### src/rtl/keypad_event_port_if.sv
// Keypad event port bus: scanner strobe/code and CPU read side.
// master = scanner/CPU side driving press, data and key_ack; slave = the event port.
interface keypad_event_port_if;
    logic       press;
    logic [3:0] data;
    logic       key_ack;
    logic [7:0] key_code;
    logic       key_valid;
    logic       interrupt;
    logic       overrun;

    modport master (
        output press,
        output data,
        output key_ack,
        input  key_code,
        input  key_valid,
        input  interrupt,
        input  overrun
    );

    modport slave (
        input  press,
        input  data,
        input  key_ack,
        output key_code,
        output key_valid,
        output interrupt,
        output overrun
    );
endinterface

### src/rtl/keypad_event_port.sv
// Keypad event port: debounces scanner strobes into accepted key events and
// presents them to the CPU as a one-entry register with valid, interrupt and overrun.
// Both parameters are expected to be at least 1.
module keypad_event_port #(
    parameter int unsigned DEB_COUNT  = 8,
    parameter int unsigned REL_CYCLES = 16
) (
    input logic               clk,
    input logic               rst,
    keypad_event_port_if.slave bus
);

    localparam int unsigned CntW = $clog2(DEB_COUNT + 1);
    localparam int unsigned GapW = $clog2(REL_CYCLES + 1);

    localparam logic [CntW-1:0] CntOne  = CntW'(1);
    localparam logic [CntW-1:0] CntLast = CntW'(DEB_COUNT - 1);
    localparam logic [GapW-1:0] GapMax  = GapW'(REL_CYCLES);
    localparam logic [GapW-1:0] GapLast = GapW'(REL_CYCLES - 1);

    typedef enum logic [1:0] {
        StIdle,
        StDebounce,
        StHeld
    } state_e;

    state_e          state_q;
    logic [3:0]      cand_q;
    logic [CntW-1:0] count_q;
    logic [GapW-1:0] gap_q;

    logic [7:0]      key_code_q;
    logic            key_valid_q;
    logic            interrupt_q;
    logic            overrun_q;

    logic            match;
    logic            gap_release;
    logic            accept;
    logic            load_new;

    // A strobe carrying the same code as the current candidate.
    assign match = bus.press && (bus.data == cand_q);

    // This edge would bring the gap counter up to REL_CYCLES: the key has been let go.
    assign gap_release = !bus.press && (gap_q >= GapLast);

    // Accept event: the strobe that completes DEB_COUNT matching pulses.
    always_comb begin
        accept = 1'b0;
        unique case (state_q)
            StIdle:     accept = bus.press && (DEB_COUNT == 1);
            StDebounce: accept = match && (count_q == CntLast);
            default:    accept = 1'b0;
        endcase
    end

    // A new key is loaded unless an unread key would be overwritten (ack frees the slot).
    assign load_new = accept && (!key_valid_q || bus.key_ack);

    // Gap counter: cycles since the last strobe, saturating at REL_CYCLES.
    always_ff @(posedge clk or posedge rst) begin
        if (rst) begin
            gap_q <= GapMax;
        end else if (bus.press) begin
            gap_q <= '0;
        end else if (gap_q != GapMax) begin
            gap_q <= gap_q + 1'b1;
        end
    end

    // Debounce FSM: track candidate code and match count, hold off until release.
    always_ff @(posedge clk or posedge rst) begin
        if (rst) begin
            state_q <= StIdle;
            cand_q  <= 4'h0;
            count_q <= '0;
        end else begin
            unique case (state_q)
                StIdle: begin
                    if (bus.press) begin
                        cand_q  <= bus.data;
                        count_q <= CntOne;
                        state_q <= accept ? StHeld : StDebounce;
                    end
                end
                StDebounce: begin
                    if (accept) begin
                        count_q <= '0;
                        state_q <= StHeld;
                    end else if (match) begin
                        count_q <= count_q + 1'b1;
                    end else if (bus.press) begin
                        // Code changed under the finger: restart on the new code.
                        cand_q  <= bus.data;
                        count_q <= CntOne;
                    end else if (gap_release) begin
                        cand_q  <= 4'h0;
                        count_q <= '0;
                        state_q <= StIdle;
                    end
                end
                StHeld: begin
                    if (gap_release) begin
                        cand_q  <= 4'h0;
                        state_q <= StIdle;
                    end
                end
                default: begin
                    state_q <= StIdle;
                end
            endcase
        end
    end

    // CPU-facing register: load on accept, flag overrun, clear valid on ack.
    always_ff @(posedge clk or posedge rst) begin
        if (rst) begin
            key_code_q  <= 8'h00;
            key_valid_q <= 1'b0;
            interrupt_q <= 1'b0;
            overrun_q   <= 1'b0;
        end else begin
            interrupt_q <= 1'b0;
            if (load_new) begin
                // On accept the strobe code always equals the candidate.
                key_code_q  <= {4'h0, bus.data};
                key_valid_q <= 1'b1;
                interrupt_q <= 1'b1;
                overrun_q   <= 1'b0;
            end else if (accept) begin
                overrun_q <= 1'b1;
            end else if (bus.key_ack && key_valid_q) begin
                key_valid_q <= 1'b0;
                overrun_q   <= 1'b0;
            end
        end
    end

    assign bus.key_code  = key_code_q;
    assign bus.key_valid = key_valid_q;
    assign bus.interrupt = interrupt_q;
    assign bus.overrun   = overrun_q;

    // An interrupt or overrun always refers to a key that is still unread.
    a_intr_valid : assert property (@(posedge clk) disable iff (rst)
        bus.interrupt |-> bus.key_valid);
    a_ovr_valid : assert property (@(posedge clk) disable iff (rst)
        bus.overrun |-> bus.key_valid);

endmodule

### src/flat_wrapper.sv
// flat-port wrapper written by rule: the top's interface ports become plain ports
module keypad_event_port_flat 
#(
    parameter int unsigned DEB_COUNT  = 8,
    parameter int unsigned REL_CYCLES = 16
)
  (clk, rst, bus_press, bus_data, bus_key_ack, bus_key_code, bus_key_valid, bus_interrupt, bus_overrun);
  keypad_event_port_if bus_i ();
  input logic clk;
  input logic rst;
  input wire logic [$bits(bus_i.press)-1:0] bus_press;
  input wire logic [$bits(bus_i.data)-1:0] bus_data;
  input wire logic [$bits(bus_i.key_ack)-1:0] bus_key_ack;
  output wire logic [$bits(bus_i.key_code)-1:0] bus_key_code;
  output wire logic [$bits(bus_i.key_valid)-1:0] bus_key_valid;
  output wire logic [$bits(bus_i.interrupt)-1:0] bus_interrupt;
  output wire logic [$bits(bus_i.overrun)-1:0] bus_overrun;
  assign bus_i.press = bus_press;
  assign bus_i.data = bus_data;
  assign bus_i.key_ack = bus_key_ack;
  assign bus_key_code = bus_i.key_code;
  assign bus_key_valid = bus_i.key_valid;
  assign bus_interrupt = bus_i.interrupt;
  assign bus_overrun = bus_i.overrun;
  keypad_event_port #(.DEB_COUNT(DEB_COUNT), .REL_CYCLES(REL_CYCLES)) u_core (.clk(clk), .rst(rst), .bus(bus_i));
endmodule
### config.mk
export PLATFORM = sky130hd
export DESIGN_NAME = keypad_event_port_flat
export DESIGN_NICKNAME = d
export VERILOG_FILES = /design/src/rtl/keypad_event_port_if.sv /design/src/rtl/keypad_event_port.sv /design/src/flat_wrapper.sv
export SDC_FILE = /design/constraint.sdc
export NUM_CORES = 1
export LEC_CHECK = 0
export CAP_MARGIN = 0
export CELL_PAD_IN_SITES_DETAIL_PLACEMENT = 1
export CELL_PAD_IN_SITES_GLOBAL_PLACEMENT = 2
export CORE_MARGIN = 1.5
export CORE_UTILIZATION = 33
export CTS_CLUSTER_DIAMETER = 120
export DETAILED_ROUTE_END_ITERATION = 10
export GPL_ROUTABILITY_DRIVEN = 0
export GPL_TIMING_DRIVEN = 0
export PLACE_DENSITY_LB_ADDON = 0.1
export SYNTH_ARGS = -nofsm -noshare
export SYNTH_HDL_FRONTEND = slang
export SYNTH_SLANG_ARGS = --single-unit
### constraint.sdc
create_clock -name clk -period 2.2 [get_ports clk]
set_input_delay 0.33 -clock clk [delete_from_list [all_inputs] [get_ports clk]]
set_output_delay 0.33 -clock clk [all_outputs]
set_load 0.005 [all_outputs]
==> summary.txt, run 1 <==
1st-pass router iterations -> 4
post-synthesis mux area share -> 5.15%
sequential area share after synthesis -> 43.7%
port bufs -> 14
hold_sp -> u_core.bus.key_code[1]
met2 Use GR -> 26.9%
Compound-Gate Fraction of Synth Area -> 15.0%
Area Overhead vs Synth -> 22.4%
# rows -> 22
Tot GR Track Use -> 15.5%
ANT nets after route -> 0
critical path arrival -> 2.23 ns
Total Power -> 0.00130 W
largest net degree at the start of global routing -> 23
die area -> 4210 sq um
CP max FO -> 5
Post-Place Worst Slack -> -0.241 ns
DRT iter0 DRCs -> 28
WL/cell -> 14.2 microns
share of layout cells above drive strength 1 -> 13.1%
Synth top cells by count -> dfrtp_1, inv_1, nor2_1, a21oi_1, ha_1
fin. max-slew vios -> 0
critical path data required time -> 2.36 ns
endpoints failing hold -> 0
antenna violations before repair -> 0
Post-CTS Setup Repair Bufs -> 0
simple-gate area share of the yosys netlist -> 16.4%
run status -> complete, no violations
Final setup viols -> 0
CTS root buffer -> clkbuf_8
placed cells -> 189
first-pass GRT wire length -> 5.07 mm
ys async rst share -> 100%
leak pwr -> 0.684 nW
Post-Synth XOR/XNOR Area -> 4.86%
Fmax achieved -> 0.482 GHz
crit-path cells -> clkdlybuf4s50_1 -> inv_1 -> nor3_2 -> nand3_2 -> nor3_4 -> mux2_2
crit path launch -> bus_press
setup ws final -> 0.127 ns
WS Path Type -> input port to flop
number of diodes -> 0
ys flop type -> dfrtp_1
CP max stage delay -> 0.54 ns
# IOs -> 19
post-cts repair resize count -> 0
HPWL Detailed -> 2.07 mm
Post-Synthesis Cells -> 124
critical path capture point type -> flop
Yosys top cell by area -> dfrtp_1
Clock transition at path regs -> 0.08 ns
Post-synth EDFFs -> 0
global-route met3 utilization -> 2.08%
global route overflow -> 0
Starting Density -> 34.5%
clk buf depth -> 2
reg2reg start -> u_core.gap_q[1]
mapped cell area -> 1260 sq um
worst slew pin tran -> 0.858 ns
vias in the first global route -> 1,096
library cells used by synthesis -> 41
P per Cell Area -> 844 nW/um^2
Slew Limit Headroom -> 42.0%
crit path launch type -> input port
largest family of logic cells by synthesized area -> simple AND/OR/NAND/NOR gates
die width -> 64.9 microns
post-synthesis register bit count -> 22
final std cells w/o fill -> 193
syn avg cell area -> 10.2 sq um
RSZ-0062 raised after global routing -> false
YS warnings -> 0
most common cell in the netlist -> dfrtp_1
peak supply drop -> 0.000342 V
worst skew pair latency -> 0.27 ns
WL final -> 2.74 mm
CTS H-Tree Depth -> 1
Max Cap Viol -> 0
area occupied by multi-input gates -> 637 sq um
Setup Skew -> 0.00458 ns
GRT met1 Usage -> 19.6%
period utilization -> 94.2%
CTS tree -> done
DRC viols -> 0
GRT busiest layer -> met2
path type of the worst min-delay path -> flop to flop
vias -> 967
post-synthesis adder-cell area fraction -> 7.93%
Layout Nets -> 162
core area -> 3660 sq um
fill count -> 415
Avg Vias per Cell -> 5.01
Final Core Density -> 42.2%
top-area cell type share of the netlist area -> 41.6%
die span in y -> 64.9 microns
Max stage delay cell, worst path -> clkdlybuf4s50_1
TritonCTS Sinks -> 22
top post-synthesis cells by area -> dfrtp_1, ha_1, a21oi_1
total CTS buffers -> 3
fin crit period -> 2.07 ns
Reg area -> 552 sq um
[cell families after synthesis]
logic type / count (synthesis)
flip-flops: 22
other: 1
adder cells (fa/ha/maj): 8
buffers and inverters: 18
multiplexers: 6
AO/OA/AOI/OAI: 26
AND/OR/NAND/NOR: 36
XOR/XNOR: 7
[state kept, by name (all words and copies together) (netlist names)]
| register | cells |
|---|---|
| u_core.bus.interrupt | 1 |
| u_core.bus.key_code | 4 |
| u_core.bus.key_valid | 1 |
| u_core.bus.overrun | 1 |
| u_core.cand_q | 4 |
| u_core.count_q | 4 |
| u_core.gap_q | 5 |
| u_core.state_q | 2 |
[stage by stage]
step | hold slack, ns | instance area, sq um | TNS (ns)
2_1_floorplan | 0.318 | 1270 | 0
5_1_grt | 0.545 | 1550 | 0
3_3_place_gp | 0.488 | 1470 | -0.984
3_5_place_dp | 0.501 | 1470 | -1.10
6_report | 0.515 | 1550 | 0
4_1_cts | 0.522 | 1550 | 0
[routing by layer]
metal / vias up / routed length [microns]
met5: - / 0
met4: 0 / 41
met3: 5 / 40
met2: 10 / 1380
met1: 486 / 1280
li1: 466 / -
[layout make-up]
| cell class | instances | share of cell area, % |
|---|---|---|
| flip-flops and latches | 22 | 35.7 |
| well taps | 48 | 3.89 |
| inverters | 10 | 2.43 |
| plain buffers | 8 | 3.08 |
| multi-input cells | 87 | 41.2 |
| clock buffers | 3 | 2.67 |
| repair buffers | 14 | 9.07 |
| clock inverters | 1 | 1.94 |
[report_power, final]
part / switching (W) / internal [W] / total, W
registers: 0.0000517 / 0.000467 / 0.000518
logic: 0.000227 / 0.000171 / 0.000398
clock network: 0.000144 / 0.000243 / 0.000387
total: 0.000423 / 0.000881 / 0.00130
[worst max-delay path, delay by kind of cell]
kind          cells  cell delay [ns]
mux               1             0.37
buf+inv           2             0.64
simple gates      3             0.88
[cells in the final DEF, fill, tap and decap left out, types with 2 or more instances in the layout]
| cell type | count |
|---|---|
| nor2_1 | 10 |
| buf_4 | 4 |
| mux2_2 | 4 |
| o21ai_0 | 4 |
| nand2_1 | 4 |
| nor2b_1 | 3 |
| mux2i_1 | 2 |
| xor2_1 | 5 |
| clkbuf_8 | 3 |
| nor3_1 | 4 |
| clkdlybuf4s50_1 | 14 |
| nand3_1 | 3 |
| and3_1 | 3 |
| dfrtp_1 | 21 |
| a21oi_1 | 9 |
| inv_1 | 10 |
| xnor2_1 | 2 |
| ha_1 | 8 |
| a22o_1 | 4 |
| conb_1 | 4 |
[final timing paths]
path	to	cells past startpoint	slack, ns
max	u_core.bus.key_code[2]	6	0.13
min	u_core.bus.key_code[1]	1	0.52
max reg2reg	u_core.state_q[0]	8	0.25
min reg2reg	u_core.bus.key_code[1]	1	0.52
max in group asynchronous	u_core.count_q[3]	2	1.14
min in group asynchronous	u_core.gap_q[0]	2	0.53
[what timing repair did]
action                                 CTS  global route
hold buffers                             0             0
setup endpoints to repair                0             4
endpoints found under the hold margin    0             0
Power figures use the tool's default switching activity.
==> run 2, diff against run 1 <==
- ABC_AREA: unset -> 1
- CORE_UTILIZATION: 33 -> 31
==> run 2 against run 1 <==
Compared with the run above: die area rose by 16%; clock skew fell by 0.0032 ns; total power up 6.1%; wire length is 24% higher; cell count rose by 32%; sequential share of layout area decreased by 2.4 points; worst setup slack improved by 0.10 ns; critical endpoint is now u_core.count_q[0].
==> summary.txt, run 2 <==
commonest non-fill, non-tap cells in the layout -> nand2_1, inv_1, dfrtp_1
YS warnings -> 0 (unchanged)
top post-synthesis cells by area -> dfrtp_1, nand2_1, inv_1
first-pass GRT wire length -> 6.18 mm (+22%)
CTS tree -> done
most common cell in the netlist -> nand2_1
Worst Path Buf+Inv -> 1 (-1)
Synth top cells by count -> nand2_1, inv_1, dfrtp_1, nor2_1
Max Cap Viol -> 0 (unchanged)
WS Path Type -> flop to flop
Post-Synthesis Cells -> 182 (+47%)
final std cells w/o fill -> 254 (+32%)
post-synthesis register bit count -> 22 (unchanged)
most common cell after layout, fill and taps aside -> nand2_1
syn avg cell area -> 7.58 sq um (-26%)
hold buffers post-CTS -> 0 (unchanged)
die span in y -> 69.7 microns (+7.5%)
Slew Limit Headroom -> 40.2% (-1.8 points)
post-cts repair resize count -> 0 (unchanged)
Starting Density -> 31.9% (-2.6 points)
Max stage delay cell, worst path -> dfrtp_1
global route overflow -> 0 (unchanged)
crit path launch type -> flop
hold slack final -> 0.262 ns (-0.253 ns)
largest register by flop count -> u_core.gap_q
fin. max-slew vios -> 0 (unchanged)
Setup Skew -> 0.00135 ns (-0.00323 ns)
library cells used by synthesis -> 26 (-37%)
Final TNS setup -> 0 ns (unchanged)
# IOs -> 19 (unchanged)
crit-path cells -> ha_1 -> and3_1 -> ha_1 -> nor2_1 -> nand2_1 -> o21ai_1 -> inv_1 -> nand3_1 -> nand2_1
die width -> 69.7 microns (+7.5%)
critical path arrival -> 2.13 ns (-0.10 ns)
port bufs -> 13 (-1)
largest net degree at the start of global routing -> 23 (unchanged)
vias -> 1,173 (+21%)
Reg area -> 552 sq um (unchanged)
Top delay family on crit path -> simple AND/OR/NAND/NOR gates
Clock transition at path regs -> 0.09 ns (about the same)
Tot GR Track Use -> 15.9% (+0.38 points)
RSZ-0062 raised after global routing -> false
CP max stage delay -> 0.43 ns (-0.11 ns)
Post-CTS Setup Repair Bufs -> 0 (unchanged)
Area Overhead vs Synth -> 20.1%
WL final -> 3.40 mm (+24%)
Avg Vias per Cell -> 4.62 (-7.8%)
P per Cell Area -> 835 nW/um^2 (-1.1%)
mapped cell area -> 1380 sq um (+9.3%)
peak supply drop -> 0.000346 V (+1.3%)
Post-Place Worst Slack -> 0.241 ns (+0.481 ns)
setup ws final -> 0.231 ns (+0.104 ns)
critical path capture point type -> flop
die area -> 4860 sq um (+16%)
Fmax achieved -> 0.508 GHz (+5.3%)
total CTS buffers -> 3 (unchanged)
area occupied by multi-input gates -> 691 sq um (+8.4%)
run status -> complete, no violations
path type of the worst min-delay path -> input port to flop
top-area cell type share of the netlist area -> 38.1% (-3.5 points)
share of layout cells above drive strength 1 -> 9.90% (-3.2 points)
sequential area share after synthesis -> 40.0% (-3.7 points)
Layout Nets -> 219 (+35%)
placed cells -> 250 (+32%)
1st-pass router iterations -> 4 (unchanged)
ys flop type -> dfrtp_1
ANT nets after route -> 0 (unchanged)
fill count -> 548 (+32%)
vias in the first global route -> 1,279 (+17%)
WL/cell -> 13.4 microns (-5.9%)
CTS H-Tree Depth -> 1 (unchanged)
Yosys top cell by area -> dfrtp_1
clk buf depth -> 2 (unchanged)
HPWL Detailed -> 2.69 mm (+30%)
core area -> 4320 sq um (+18%)
period utilization -> 89.5% (-4.7 points)
number of diodes -> 0 (unchanged)
Largest register FFs -> 5 (unchanged)
critical path data required time -> 2.36 ns (about the same)
CTS root buffer -> clkbuf_8
CP max FO -> 5 (unchanged)
endpoints failing hold -> 0 (unchanged)
Post-synth EDFFs -> 0 (unchanged)
# rows -> 24 (+9.1%)
leak pwr -> 0.861 nW (+26%)
Final setup viols -> 0 (unchanged)
worst skew pair latency -> 0.26 ns (about the same)
antenna violations before repair -> 0 (unchanged)
TritonCTS Sinks -> 22 (unchanged)
ys async rst share -> 100% (unchanged)
fin crit period -> 1.97 ns (-0.104 ns)
worst slew pin tran -> 0.896 ns (+0.0386 ns)
DRT iter0 DRCs -> 49 (+75%)
DRC viols -> 0 (unchanged)
run 2: cell count changes after synthesis, moves of 5 or more:
| cell | change |
|---|---|
| nand2_1 | +48 |
| inv_1 | +18 |
| nand3_1 | +9 |
| o21ai_0 | +8 |
| a21oi_1 | -5 |
| o21ai_1 | +5 |
run 2: path summary, 6_finish.rpt:
check	start	endpoint	slack, ns	cells after the start
worst min-delay path	bus_press	u_core.gap_q[4]	0.26	2
worst min register to register	u_core.bus.key_code[2]	u_core.bus.key_code[2]	0.51	2
max in group asynchronous	rst	u_core.bus.key_valid	1.10	2
worst max-delay path	u_core.gap_q[0]	u_core.count_q[0]	0.23	9
worst max register to register	u_core.gap_q[0]	u_core.count_q[0]	0.23	9
min in group asynchronous	rst	u_core.cand_q[0]	0.55	2
run 2: worst register-to-register path, delay by kind of cell, from the launching register on:
family | cells | cell delay [ns]
simple gates | 5 | 0.55
flops | 1 | 0.43
fa+ha+maj | 2 | 0.42
compound gates | 1 | 0.38
buf+inv | 1 | 0.10
run 2: metrics by stage:
step	area, sq um	utilization (%)	total power (W)
2_1_floorplan	1390	-	0.000871
3_3_place_gp	1590	36.7	0.000983
3_5_place_dp	1590	36.7	0.00101
4_1_cts	1660	38.3	0.00141
5_1_grt	1660	38.3	0.00151
6_report	1660	38.3	0.00138
run 2: routing by layer:
layer	up-vias	track usage (%)	wire length [microns]
met5	-	0	0
met4	0	5.13	35
met3	2	1.89	52
met2	9	28.3	1770
met1	558	20.0	1540
li1	604	-	-
run 2: kinds of logic (layout without fill, tap and decap cells):
group | after synthesis | in the layout | synth area share (%)
AO/OA/AOI/OAI | 23 | 23 | 8.79
XOR/XNOR | 2 | 2 | 1.27
adder cells (fa/ha/maj) | 8 | 8 | 7.25
buffers and inverters | 34 | 51 | 10.8
flip-flops | 22 | 22 | 40.0
other | 1 | 4 | 0.272
AND/OR/NAND/NOR | 92 | 92 | 31.6
run 2: cell type report:
type                    count  share of cell area, %
well taps                  52                   3.92
inverters                  29                   6.72
repair buffers             13                   7.85
multi-input cells         129                   41.7
clock buffers               3                   2.49
clock inverters             1                   1.81
flip-flops and latches     22                   33.3
plain buffers               5                   2.26
run 2: power by group:
group          internal [W]  leakage, nW  total, W  switching (W)
logic              0.000156        0.534  0.000480       0.000324
clock network      0.000243       0.0357  0.000385       0.000142
registers          0.000465        0.291  0.000519      0.0000542
==> variant (settings of run 2) <==
Compare `count_q` against `CntLast` with >= in place of ==.
--- a/src/rtl/keypad_event_port.sv
+++ b/src/rtl/keypad_event_port.sv
@@ -50,7 +50,7 @@
         accept = 1'b0;
         unique case (state_q)
             StIdle:     accept = bus.press && (DEB_COUNT == 1);
-            StDebounce: accept = match && (count_q == CntLast);
+            StDebounce: accept = match && (count_q >= CntLast);
             default:    accept = 1'b0;
         endcase
     end
Behaviour: no difference found for any inputs over 10 cycles, from zero or initial values and one cycle with rst high; that may be too few to reach the edited logic, so the function may still have changed.
==> variant against run 2 <==
  * Clock skew barely moved
  * Largest cell class unchanged
  * Routed wire length shrank 1.3%
  * Sequential cell count is the same
  * Largest power group unchanged
  * First-iteration DRC count fell by 22%
  * Total power shrank 6.4%
  * Design area decreased by 2.0%
  * Setup slack better by 0.052 ns
  * Critical endpoint unchanged
  * Area after synthesis down 1.1%
==> variant: results (changes against run 2) <==
* Status: finished, final reports clean
* DRT Pass-1 Iters at 2 (-2)
* Global router's overall resource usage at 0.151 (-0.00761)
* Hold_sp: u_core.bus.key_code[3]
* WHS Endpoint: u_core.bus.key_code[3]
* Post-synth cell types at 24 (-7.7%)
* Reg2reg setup slack at 0.28 ns (+0.05 ns)
* Worst-Margin Slew at 0.909 ns (+0.0127 ns)
* DP Worst Slack at 0.116 ns (-0.125 ns)
* Port bufs at 14 (+1)
* Seq/Total Area, Yosys at 0.404 (+0.00440)
* Final HPWL DP at 2610 um (-3.2%)
* Hold Crit Class: reg2reg
* Post-Synth Adder-Cell Area at 0.0733 (+0.000798)
* Leading post-synthesis cells by cell area: dfrtp_1 (38%), nand2_1 (14%), inv_1 (7.4%)
* Worst Skew at 0.00171 ns (+0.000356 ns)
* Crit path DAT at 2.08 ns (-0.05 ns)
* Leakage power at 0.818 nW (-5.0%)
* Post-synthesis compound-gate area fraction at 0.106 (+0.0184)
* Worst vdd ir at 0.319 mV (-7.9%)
* Layout cells sized above 1 at 0.0905 (-0.00856)
* Vias in the first global route at 1,267 (-0.94%)
* R2R cell count at 12 (+3)
* WHS at 0.501 ns (+0.238 ns)
* Crit Path Max Fanout at 6 (+1)
* Most frequent cells after synthesis: nand2_1 (52), inv_1 (27), dfrtp_1 (21)
* Final nets at 216 (-1.4%)
* Post-synthesis xor/xnor area fraction at 0.0128 (+0.000140)
* Area after DPL at 1580 um2 (-0.47%)
## variant: through the flow
step,cells,power (mW)
after CTS,249,1.32
after global routing,249,1.42
after detailed placement,245,1.04
final,249,1.29
after global placement,245,1.02
after floorplan,181,0.900
## variant: final cells by class
| type | instances | area, um2 |
|---|---|---|
| sequential | 22 | 552 |
| multi-input combinational | 126 | 682 |
| tap | 50 | 62.6 |
| clock buffer | 4 | 45.0 |
| buffer | 5 | 37.5 |
| inverter | 28 | 105 |
| timing repair buffer | 14 | 140 |
| fill | 531 | 2490 |
## variant: worst max-delay path by stage
stage | startpoint | endpoint | slack, ns | depth (start not counted)
4_1_cts | u_core.gap_q[0] | u_core.count_q[0] | 0.24 | 12
3_5_place_dp | bus_press | u_core.bus.key_code[0] | 0.12 | 8
6_report | u_core.gap_q[0] | u_core.count_q[0] | 0.28 | 12
5_1_grt | u_core.gap_q[0] | u_core.count_q[3] | 0.04 | 11
2_1_floorplan | u_core.gap_q[0] | u_core.count_q[0] | 0.57 | 12
3_3_place_gp | bus_press | u_core.bus.key_code[2] | 0.15 | 8
## variant: cell families (layout without fill, tap and decap cells)
| group | count (synthesis) | count (layout) |
|---|---|---|
| AND/OR/NAND/NOR | 85 | 85 |
| buffers and inverters | 33 | 51 |
| AO/OA/AOI/OAI | 27 | 27 |
| flip-flops | 22 | 22 |
| adder cells (fa/ha/maj) | 8 | 8 |
| XOR/XNOR | 2 | 2 |
| other | 1 | 4 |
## variant: metal layers
metal	routed length, um	GRT usage	part of all wire	vias to the layer above
li1	-	-	-	606
met1	1540	0.188	0.46	575
met2	1700	0.261	0.51	13
met3	91	0.0392	0.027	2
met4	17	0.0370	0.0051	0
met5	0	0	0	-
## variant: worst min-delay path: stages (launching register included)
cell and delay (ns):
dfrtp_1 0.35, nand2_1 0.05, o21ai_1 0.06
## variant: power breakdown
group / switching (mW) / leakage, nW / internal (mW)
registers: 0.0611 / 0.291 / 0.467
logic: 0.335 / 0.504 / 0.169
clock network: 0.134 / 0.0228 / 0.129
total: 0.530 / 0.818 / 0.765
